===== src/rtl/fifo_pkg.sv =====
// Shared constants and types for the fifo read-side bit packer.
package fifo_pkg;
  // Cycles from a sampled pop to the bit appearing on the fifo data port.
  localparam int FIFO_RD_LAT = 1;
  // Default number of bits packed into one output word.
  localparam int DEF_WIDTH   = 8;

  typedef enum logic {
    ST_COLLECT = 1'b0,
    ST_HOLD    = 1'b1
  } state_e;
endpackage


===== src/rtl/bit_shift_capture.sv =====
// Indexed capture of incoming fifo bits into a word, LSB first.
// Reports the capture that completes the word and clears its count there.
module bit_shift_capture #(
  parameter int WIDTH = 8,
  parameter int CNT_W = 4
) (
  input  logic             clk,
  input  logic             rst,
  input  logic             cap_en_i,
  input  logic             bit_i,
  output logic [WIDTH-1:0] word_nxt_o,
  output logic             done_o
);
  logic [WIDTH-1:0] shreg_q, shreg_d;
  logic [CNT_W-1:0] captured_q, captured_d;

  // Drop the incoming bit into the slot selected by the capture count.
  always_comb begin
    shreg_d = shreg_q;
    for (int i = 0; i < WIDTH; i++) begin
      if (cap_en_i && (captured_q == CNT_W'(i))) shreg_d[i] = bit_i;
    end
  end

  assign done_o     = cap_en_i && (captured_q == CNT_W'(WIDTH - 1));
  // Includes the bit arriving this cycle, so the top can latch the full word.
  assign word_nxt_o = shreg_d;

  // Count captures; restart at zero on the word-completing capture.
  always_comb begin
    captured_d = captured_q;
    if (done_o)        captured_d = '0;
    else if (cap_en_i) captured_d = captured_q + CNT_W'(1);
  end

  // Capture state registers.
  always_ff @(posedge clk or negedge rst) begin
    if (!rst) begin
      shreg_q    <= '0;
      captured_q <= '0;
    end else begin
      shreg_q    <= shreg_d;
      captured_q <= captured_d;
    end
  end
endmodule


===== src/rtl/fifo_bit_packer.sv =====
// Pops bits from a 1-bit fifo and packs them LSB first into WIDTH-bit words
// offered downstream on a valid/ready handshake.
module fifo_bit_packer
  import fifo_pkg::*;
#(
  parameter int WIDTH = DEF_WIDTH,
  parameter int CNT_W = 4
) (
  input  logic             clk,
  input  logic             rst,
  input  logic             fifo_dout,
  input  logic             fifo_empty,
  output logic             fifo_rd,
  output logic [WIDTH-1:0] word_out,
  output logic             word_valid,
  input  logic             word_ready,
  output logic             busy
);
  state_e                 state_q;
  logic [CNT_W-1:0]       issued_q;
  logic [FIFO_RD_LAT-1:0] rd_pend_q;
  logic [WIDTH-1:0]       word_q;
  logic [WIDTH-1:0]       word_nxt;
  logic                   done;

  assign word_valid = (state_q == ST_HOLD);
  assign word_out   = word_q;
  // Never pop past a full word and never while a word awaits the sink;
  // held low during reset so every output reads zero.
  assign fifo_rd    = rst & ~fifo_empty & ~word_valid & (issued_q < CNT_W'(WIDTH));
  assign busy       = (issued_q != '0) & ~word_valid;

  // Track pops in flight so each returned bit is captured exactly once.
  always_ff @(posedge clk or negedge rst) begin
    if (!rst) rd_pend_q <= '0;
    else      rd_pend_q <= FIFO_RD_LAT'({rd_pend_q, fifo_rd});
  end

  bit_shift_capture #(
    .WIDTH (WIDTH),
    .CNT_W (CNT_W)
  ) u_cap (
    .clk        (clk),
    .rst        (rst),
    .cap_en_i   (rd_pend_q[FIFO_RD_LAT-1]),
    .bit_i      (fifo_dout),
    .word_nxt_o (word_nxt),
    .done_o     (done)
  );

  // Collect/hold state machine with the pop counter and output word register.
  always_ff @(posedge clk or negedge rst) begin
    if (!rst) begin
      state_q  <= ST_COLLECT;
      issued_q <= '0;
      word_q   <= '0;
    end else begin
      if (done)         issued_q <= '0;
      else if (fifo_rd) issued_q <= issued_q + CNT_W'(1);
      case (state_q)
        ST_COLLECT: begin
          if (done) begin
            word_q  <= word_nxt;
            state_q <= ST_HOLD;
          end
        end
        ST_HOLD: begin
          if (word_ready) state_q <= ST_COLLECT;
        end
        default: state_q <= ST_COLLECT;
      endcase
    end
  end
endmodule


===== config.mk =====
export PLATFORM = sky130hd
export DESIGN_NAME = fifo_bit_packer
export DESIGN_NICKNAME = d
export VERILOG_FILES = /design/src/rtl/fifo_pkg.sv /design/src/rtl/bit_shift_capture.sv /design/src/rtl/fifo_bit_packer.sv
export SDC_FILE = /design/constraint.sdc
export NUM_CORES = 1
export LEC_CHECK = 0
export CAP_MARGIN = 0
export CORE_ASPECT_RATIO = 0.8
export CORE_MARGIN = 2
export CORE_UTILIZATION = 53
export CTS_CLUSTER_DIAMETER = 40
export DETAILED_ROUTE_END_ITERATION = 8
export MAX_ROUTING_LAYER = met4
export PLACE_DENSITY = 0.84
export SLEW_MARGIN = 30
export SYNTH_ARGS = -nofsm -noshare
export SYNTH_HDL_FRONTEND = slang
export SYNTH_SLANG_ARGS = --single-unit

===== constraint.sdc =====
create_clock -name clk -period 1.9 [get_ports clk]
set_clock_uncertainty 0.05 [all_clocks]
set_input_delay 0.285 -clock clk [delete_from_list [all_inputs] [get_ports clk]]
set_output_delay 0.285 -clock clk [all_outputs]
set_load 0.02 [all_outputs]

==> results of run 1 <==
final cells by class:
cell class	instances	area, sq um	share of cell area [%]
repair buffers	17	164	11.7
clock buffers	4	26.3	1.88
well taps	25	31.3	2.23
flip-flops and latches	25	626	44.7
multi-input cells	55	534	38.2
inverters	5	18.8	1.34
timing repair:
action / 4_1_cts / 5_1_grt
hold buffers: 0 / 0
resized for setup: 2 / 1
cloned: 0 / 0
buffers inserted: 0 / 0
setup endpoints to repair: 2 / 1
stage by stage:
stage / TNS (ps) / cells
after global routing: 0 / 131
after global placement: -121 / 127
after floorplan: 0 / 89
after detailed placement: -158 / 127
final: 0 / 131
after CTS: 0 / 131
layer usage:
metal | vias to the layer above | GRT usage (%) | part of all wire (%)
met5 | - | - | 0
met4 | 0 | 5.58 | 0.96
met3 | 2 | 6.61 | 4.6
met2 | 16 | 27.0 | 48
met1 | 363 | 19.8 | 47
li1 | 349 | - | -
cell usage in the layout, fill, tap and decap left out, drive strengths merged, types with 2 or more instances in the layout:
cell type / instances
and4bb: 4
buf: 2
clkbuf: 4
clkdlybuf4s50: 13
dfrtp: 25
ha: 6
inv: 5
mux2: 15
mux2i: 2
nand2: 5
nand4b: 4
nor2: 4
o21ai: 3
xnor2: 2
power by group through the flow:
stage          Sequential [mW]  Clock (mW)  Combinational [mW]
3_3_place_gp             0.927           0               0.702
3_5_place_dp             0.946           0               0.726
2_1_floorplan            0.960           0               0.464
4_1_cts                  0.933       0.242               0.727
6_report                 0.931       0.228               0.719
5_1_grt                  0.970       0.261               0.784
how the worst max path moves through the flow:
stage | startpoint | cells after the start | end
detailed placement | fifo_empty | 3 | fifo_rd
floorplan | u_cap.captured_q[0]$_DFFE_PN0P_ | 5 | word_out[2]$_DFFE_PN0P_
CTS | issued_q[3]$_DFFE_PN0P_ | 2 | fifo_rd
finish | issued_q[3]$_DFFE_PN0P_ | 2 | fifo_rd
global route | issued_q[0]$_DFFE_PN0P_ | 4 | busy
global placement | fifo_empty | 3 | fifo_rd
kinds of logic (layout without fill, tap and decap cells):
group	count (synthesis)	in the layout	synth area share, %
buffers and inverters	9	26	4.43
adders and majority gates	6	6	6.19
and+or+nand+nor	24	24	15.7
AOI/OAI and AO/OA	6	6	2.99
muxes	17	17	17.7
xor gates and xnor gates	2	2	1.44
DFF	25	25	51.5
worst max-delay path: stages, from the launching register on:
cell and delay [ps]:
dfrtp_1 440, nor4b_4 330, dlygate4sd2_1 370
sequential cells by signal (all words and copies together), names as in the netlist:
register,count
issued_q,4
rd_pend_q,1
u_cap.shreg_q,7
u_cap.captured_q,4
word_out,8
word_valid,1
==> out/results.tsv, run 1 <==
stage	metric	value	unit
timing	FMAX	560	MHz
timing	Worst slew margin	75.1	%
yosys	EDFF count, synth	0	
critical_path	WP data required	1560	ps
yosys	cell count after synthesis	89	
power	VDD IR-drop max	0.848	mV
critical_path	crit path capture type	primary output	
critical_path	worst r2r src	u_cap.captured_q[0]$_DFFE_PN0P_	
place	dpl hpwl	1.36	mm
yosys	syn nets	100	
finish	area grow syn2layout	15.4	%
worst_hold_path	Worst Hold Class	in2async	
grt	largest net degree at the start of global routing	27	
finish	Filler Cell Count	163	
die	Core Region	0.00216	sq mm
clock_tree	clk slew on worst S/H paths	120	ps
place	GPL Wtd Cong	0.791	
timing	Hold Vio Cnt, Final	0	
power	sequential share of power	49.6	%
die	die height	46.8	um
power	Comb pwr share	38.3	%
clock_tree	CTS buffer count	3	
power	clock network power share	12.1	%
critical_path	Worst R2R Setup Slack	220	ps
drt	WL/cell	14.3	um
finish	diodes inserted	0	
clock_tree	TritonCTS clock tree	built	
clock_tree	clk buf depth	2	
clock_tree	later-pin clock latency in the skew report	310	ps
timing	RSZ-0062 raised after global routing	false	
clock_tree	Root Buffer	clkbuf_4	
finish	share of cells above drive strength 1	19.8	%
yosys	syn avg cell area	13.6	sq um
drt	DR iter-0 viols	12	
grt	GRT Overall Usage	16.9	%
clock_tree	clk sinks	25	
timing	Final min period	1790	ps
outcome	status	complete, no violations	
die	Die ar.	0.00269	sq mm
finish	fin nets	118	
timing	hold_ws	339	ps
grt	first-pass GRT wire length	3.14	mm
drt	WL final	1.87	mm
die	Die W	57.5	um
yosys	most common cell in the netlist	dfrtp_1	
die	row count	15	
place	Port Buffer Count	15	
critical_path	Critical Path AT	1450	ps
place	Setup WS pre-CTS	-158	ps
job	Max Cap Viol	0	
critical_path	Crit Path Class	reg2out	
power	Int Power	1.24	mW
drt	total number of vias	730	
grt	vias in the first global route	692	
clock_tree	CTS HTree Levels	1	
power	Power Dens Cells	1340	mW/mm^2
critical_path	CP startpoint kind	flop	
finish	fin util	64.9	%
place	DP Area	0.00138	sq mm
timing	max-slew violation count	0	
power	PnR Total Power	1.88	mW
yosys	Synth Register Bits	25	
timing	Slew @ Worst Pin	374	ps
yosys	top cells by area, synth	dfrtp_1 (52%), mux2_4 (8.7%), mux2_2 (6.5%)	
timing	Tcrit/Tclk final	94.0	%
finish	design area	0.00140	sq mm
power	Net Sw Power	0.633	mW
yosys	YS warnings	0	
yosys	mapped cell area	0.00121	sq mm
yosys	Async SR Flop Fraction	100	%
grt	initial antenna violation count	0	
critical_path	CP max FO	3	
timing	setup ws final	114	ps
power	leakage	0.657	nW
drt	DRT antenna net count	0	
drt	DR DRC count	0	
die	I/O pin total	16	
yosys	Commonest cells post-synth	dfrtp_1 (25), mux2_2 (7), mux2_4 (7), ha_1 (6), inv_1 (5)	
yosys	area leader, netlist	dfrtp_1	
critical_path	cells on worst reg2reg path	5	
yosys	Seq/Total Area, Yosys	51.5	%
critical_path	Crit Reg-Reg Endpoint	word_out[2]$_DFFE_PN0P_	
power	switch share	33.7	%
yosys	Top FF cell, synth	dfrtp_1	
drt	DR pass1 iterations	4	
timing	Final setup violation count	0	
yosys	top-area cell type share of the netlist area	51.5	%
die	starting density of the core	56.2	%
yosys	Yosys cell types	28	
drt	Vias/cell	5.57	
grt	grt ovf	0	
Note: power is estimated with default switching activity, not from simulation.
==> run 2, diff against run 1 <==
Settings changed: CELL_PAD_IN_SITES_DETAIL_PLACEMENT set to 2, CELL_PAD_IN_SITES_GLOBAL_PLACEMENT set to 2, CORE_UTILIZATION 53 to 37, REMOVE_ABC_BUFFERS set to 1.
==> out/results.tsv, run 2 (same netlist as run 1, synthesis figures left out) <==
stage	metric	value	unit	change
die	Die ar.	0.00376	sq mm	was 0.00269 sq mm
finish	share of cells above drive strength 1	20.8	%	was 19.8%
finish	max reg flops	8		unchanged
place	dpl hpwl	1.97	mm	was 1.36 mm
timing	FMAX	552	MHz	was 560 MHz
worst_hold_path	Worst Hold Class	in2async		unchanged
die	starting density of the core	39.0	%	was 56.2%
critical_path	Worst R2R Setup Slack	130	ps	was 220 ps
grt	GRT Overall Usage	17.7	%	was 16.9%
die	I/O pin total	16		unchanged
timing	Hold Vio Cnt, Final	0		unchanged
power	PnR Total Power	2.04	mW	was 1.88 mW
critical_path	crit path capture type	primary output		unchanged
clock_tree	clk sinks	25		unchanged
outcome	status	complete, no violations		unchanged
critical_path	Worst Setup SP	issued_q[0]$_DFFE_PN0P_		was issued_q[3]$_DFFE_PN0P_
place	Setup WS pre-CTS	-210	ps	was -158 ps
critical_path	worst r2r src	u_cap.captured_q[0]$_DFFE_PN0P_		unchanged
finish	diodes inserted	0		unchanged
drt	DR DRC count	0		unchanged
drt	WL final	2.80	mm	was 1.87 mm
clock_tree	CTS buffer count	3		unchanged
clock_tree	later-pin clock latency in the skew report	270	ps	was 310 ps
timing	Final min period	1810	ps	was 1790 ps
job	Max Cap Viol	0		unchanged
critical_path	Critical Path AT	1480	ps	was 1450 ps
grt	first-pass GRT wire length	4.75	mm	was 3.14 mm
power	Power Dens Cells	1420	mW/mm^2	was 1340 mW/mm^2
critical_path	CP max FO	4		was 3
timing	Slew @ Worst Pin	455	ps	was 374 ps
grt	vias in the first global route	860		was 692
finish	Filler Cell Count	307		was 163
timing	Setup TNS	0	ps	unchanged
critical_path	CP startpoint kind	flop		unchanged
drt	DRT antenna net count	0		unchanged
finish	fin nets	118		unchanged
finish	commonest non-fill, non-tap cells in the layout	dfrtp_1 (25), clkdlybuf4s50_1 (13), mux2_4 (7), mux2_2 (7), ha_1 (6)		unchanged
grt	largest net degree at the start of global routing	27		unchanged
die	Die W	68.0	um	was 57.5 um
finish	footprint of the multi-input gates	534	sq um	unchanged
finish	area grow syn2layout	18.6	%	was 15.4%
timing	Worst slew margin	69.7	%	was 75.1%
critical_path	Crit Reg-Reg Endpoint	word_out[2]$_DFFE_PN0P_		unchanged
power	VDD IR-drop max	0.556	mV	was 0.848 mV
timing	Final setup violation count	0		unchanged
critical_path	cells on worst reg2reg path	5		unchanged
grt	initial antenna violation count	0		unchanged
finish	Reg area	626	sq um	unchanged
clock_tree	CTS HTree Levels	1		unchanged
clock_tree	clk slew on worst S/H paths	90	ps	was 120 ps
place	GPL Wtd Cong	0.761		was 0.791
clock_tree	TritonCTS clock tree	built		unchanged
timing	setup ws final	89.4	ps	was 114 ps
critical_path	Critical Path Sink	busy		was fifo_rd
drt	WL/cell	19.2	um	was 14.3 um
critical_path	Crit Path Class	reg2out		unchanged
clock_tree	Setup Buffers After CTS	0		unchanged
timing	Tcrit/Tclk final	95.3	%	was 94.0%
finish	Non-Filler Instances	146		was 131
finish	design area	0.00144	sq mm	was 0.00140 sq mm
drt	Vias/cell	5.14		was 5.57
clock_tree	Root Buffer	clkbuf_8		was clkbuf_4
die	row count	18		was 15
critical_path	WP data required	1560	ps	about the same
die	Core Region	0.00311	sq mm	was 0.00216 sq mm
place	DP Area	0.00139	sq mm	was 0.00138 sq mm
power	leakage	0.667	nW	was 0.657 nW
place	Port Buffer Count	15		unchanged
timing	RSZ-0062 raised after global routing	false		unchanged
grt	grt ovf	0		unchanged
drt	DR pass1 iterations	3		was 4
finish	commonest non-fill, non-tap cell in the layout	dfrtp_1		unchanged
drt	DR iter-0 viols	22		was 12
drt	total number of vias	751		was 730
clock_tree	clk buf depth	2		unchanged
place	dpl cells	142		was 127
timing	max-slew violation count	0		unchanged
die	die height	55.2	um	was 46.8 um
## run 2: cell count changes in the layout (fill, tap and decap cells not counted), sizes merged
cell	previous run	this run
clkinv	0	1
clkbuf	4	3
## run 2: worst min-delay path by stage
stage	from	to	slack, ps	cells past startpoint
2_1_floorplan	rst	issued_q[0]$_DFFE_PN0P_	-60	0
3_3_place_gp	word_out[7]$_DFFE_PN0P_	word_out[7]$_DFFE_PN0P_	430	1
3_5_place_dp	u_cap.shreg_q[3]$_DFF_PN0_	u_cap.shreg_q[3]$_DFF_PN0_	430	1
4_1_cts	rst	u_cap.shreg_q[5]$_DFF_PN0_	440	2
5_1_grt	rst	rd_pend_q$_DFF_PN0_	440	2
6_report	rst	issued_q[0]$_DFFE_PN0P_	430	2
## run 2: report_power, final
group          internal, mW  switching (mW)  leakage [nW]
sequential            0.754           0.206         0.310
combinational         0.418           0.345         0.331
clock                 0.147           0.172        0.0255
## run 2: timing repair
action	in CTS	in global routing
endpoints found under the setup margin	2	1
hold buffers	0	0
gates cloned	0	0
resized for setup	2	1
hold endpoints to repair	0	0
## run 2: metrics by stage
step / hold WS, ps / utilization, %
final: 429 / 46.3
after CTS: 437 / 46.3
after global placement: 425 / 44.8
after global routing: 445 / 46.3
after floorplan: -60.6 / -
after detailed placement: 434 / 44.8
## run 2: area by class of cell
cell class,count,area share [%]
clock inverter,1,0.348
timing repair buffer,17,11.4
multi-input combinational,55,37.1
inverter,5,1.30
sequential,25,43.5
tap,40,3.48
clock buffer,3,2.87
## run 2: layer usage
layer	vias to the layer above	GRT usage, %	part of all wire [%]
met3	2	3.05	2.0
met4	0	3.43	0.68
met2	10	29.7	54
met1	388	22.4	44
met5	-	-	0
li1	351	-	-
## run 2: worst max-delay path: stages (launching register included)
cell             delay (ps)
dfrtp_1                 430
inv_1                    60
ha_1                    210
a21oi_1                 170
clkdlybuf4s15_1         330
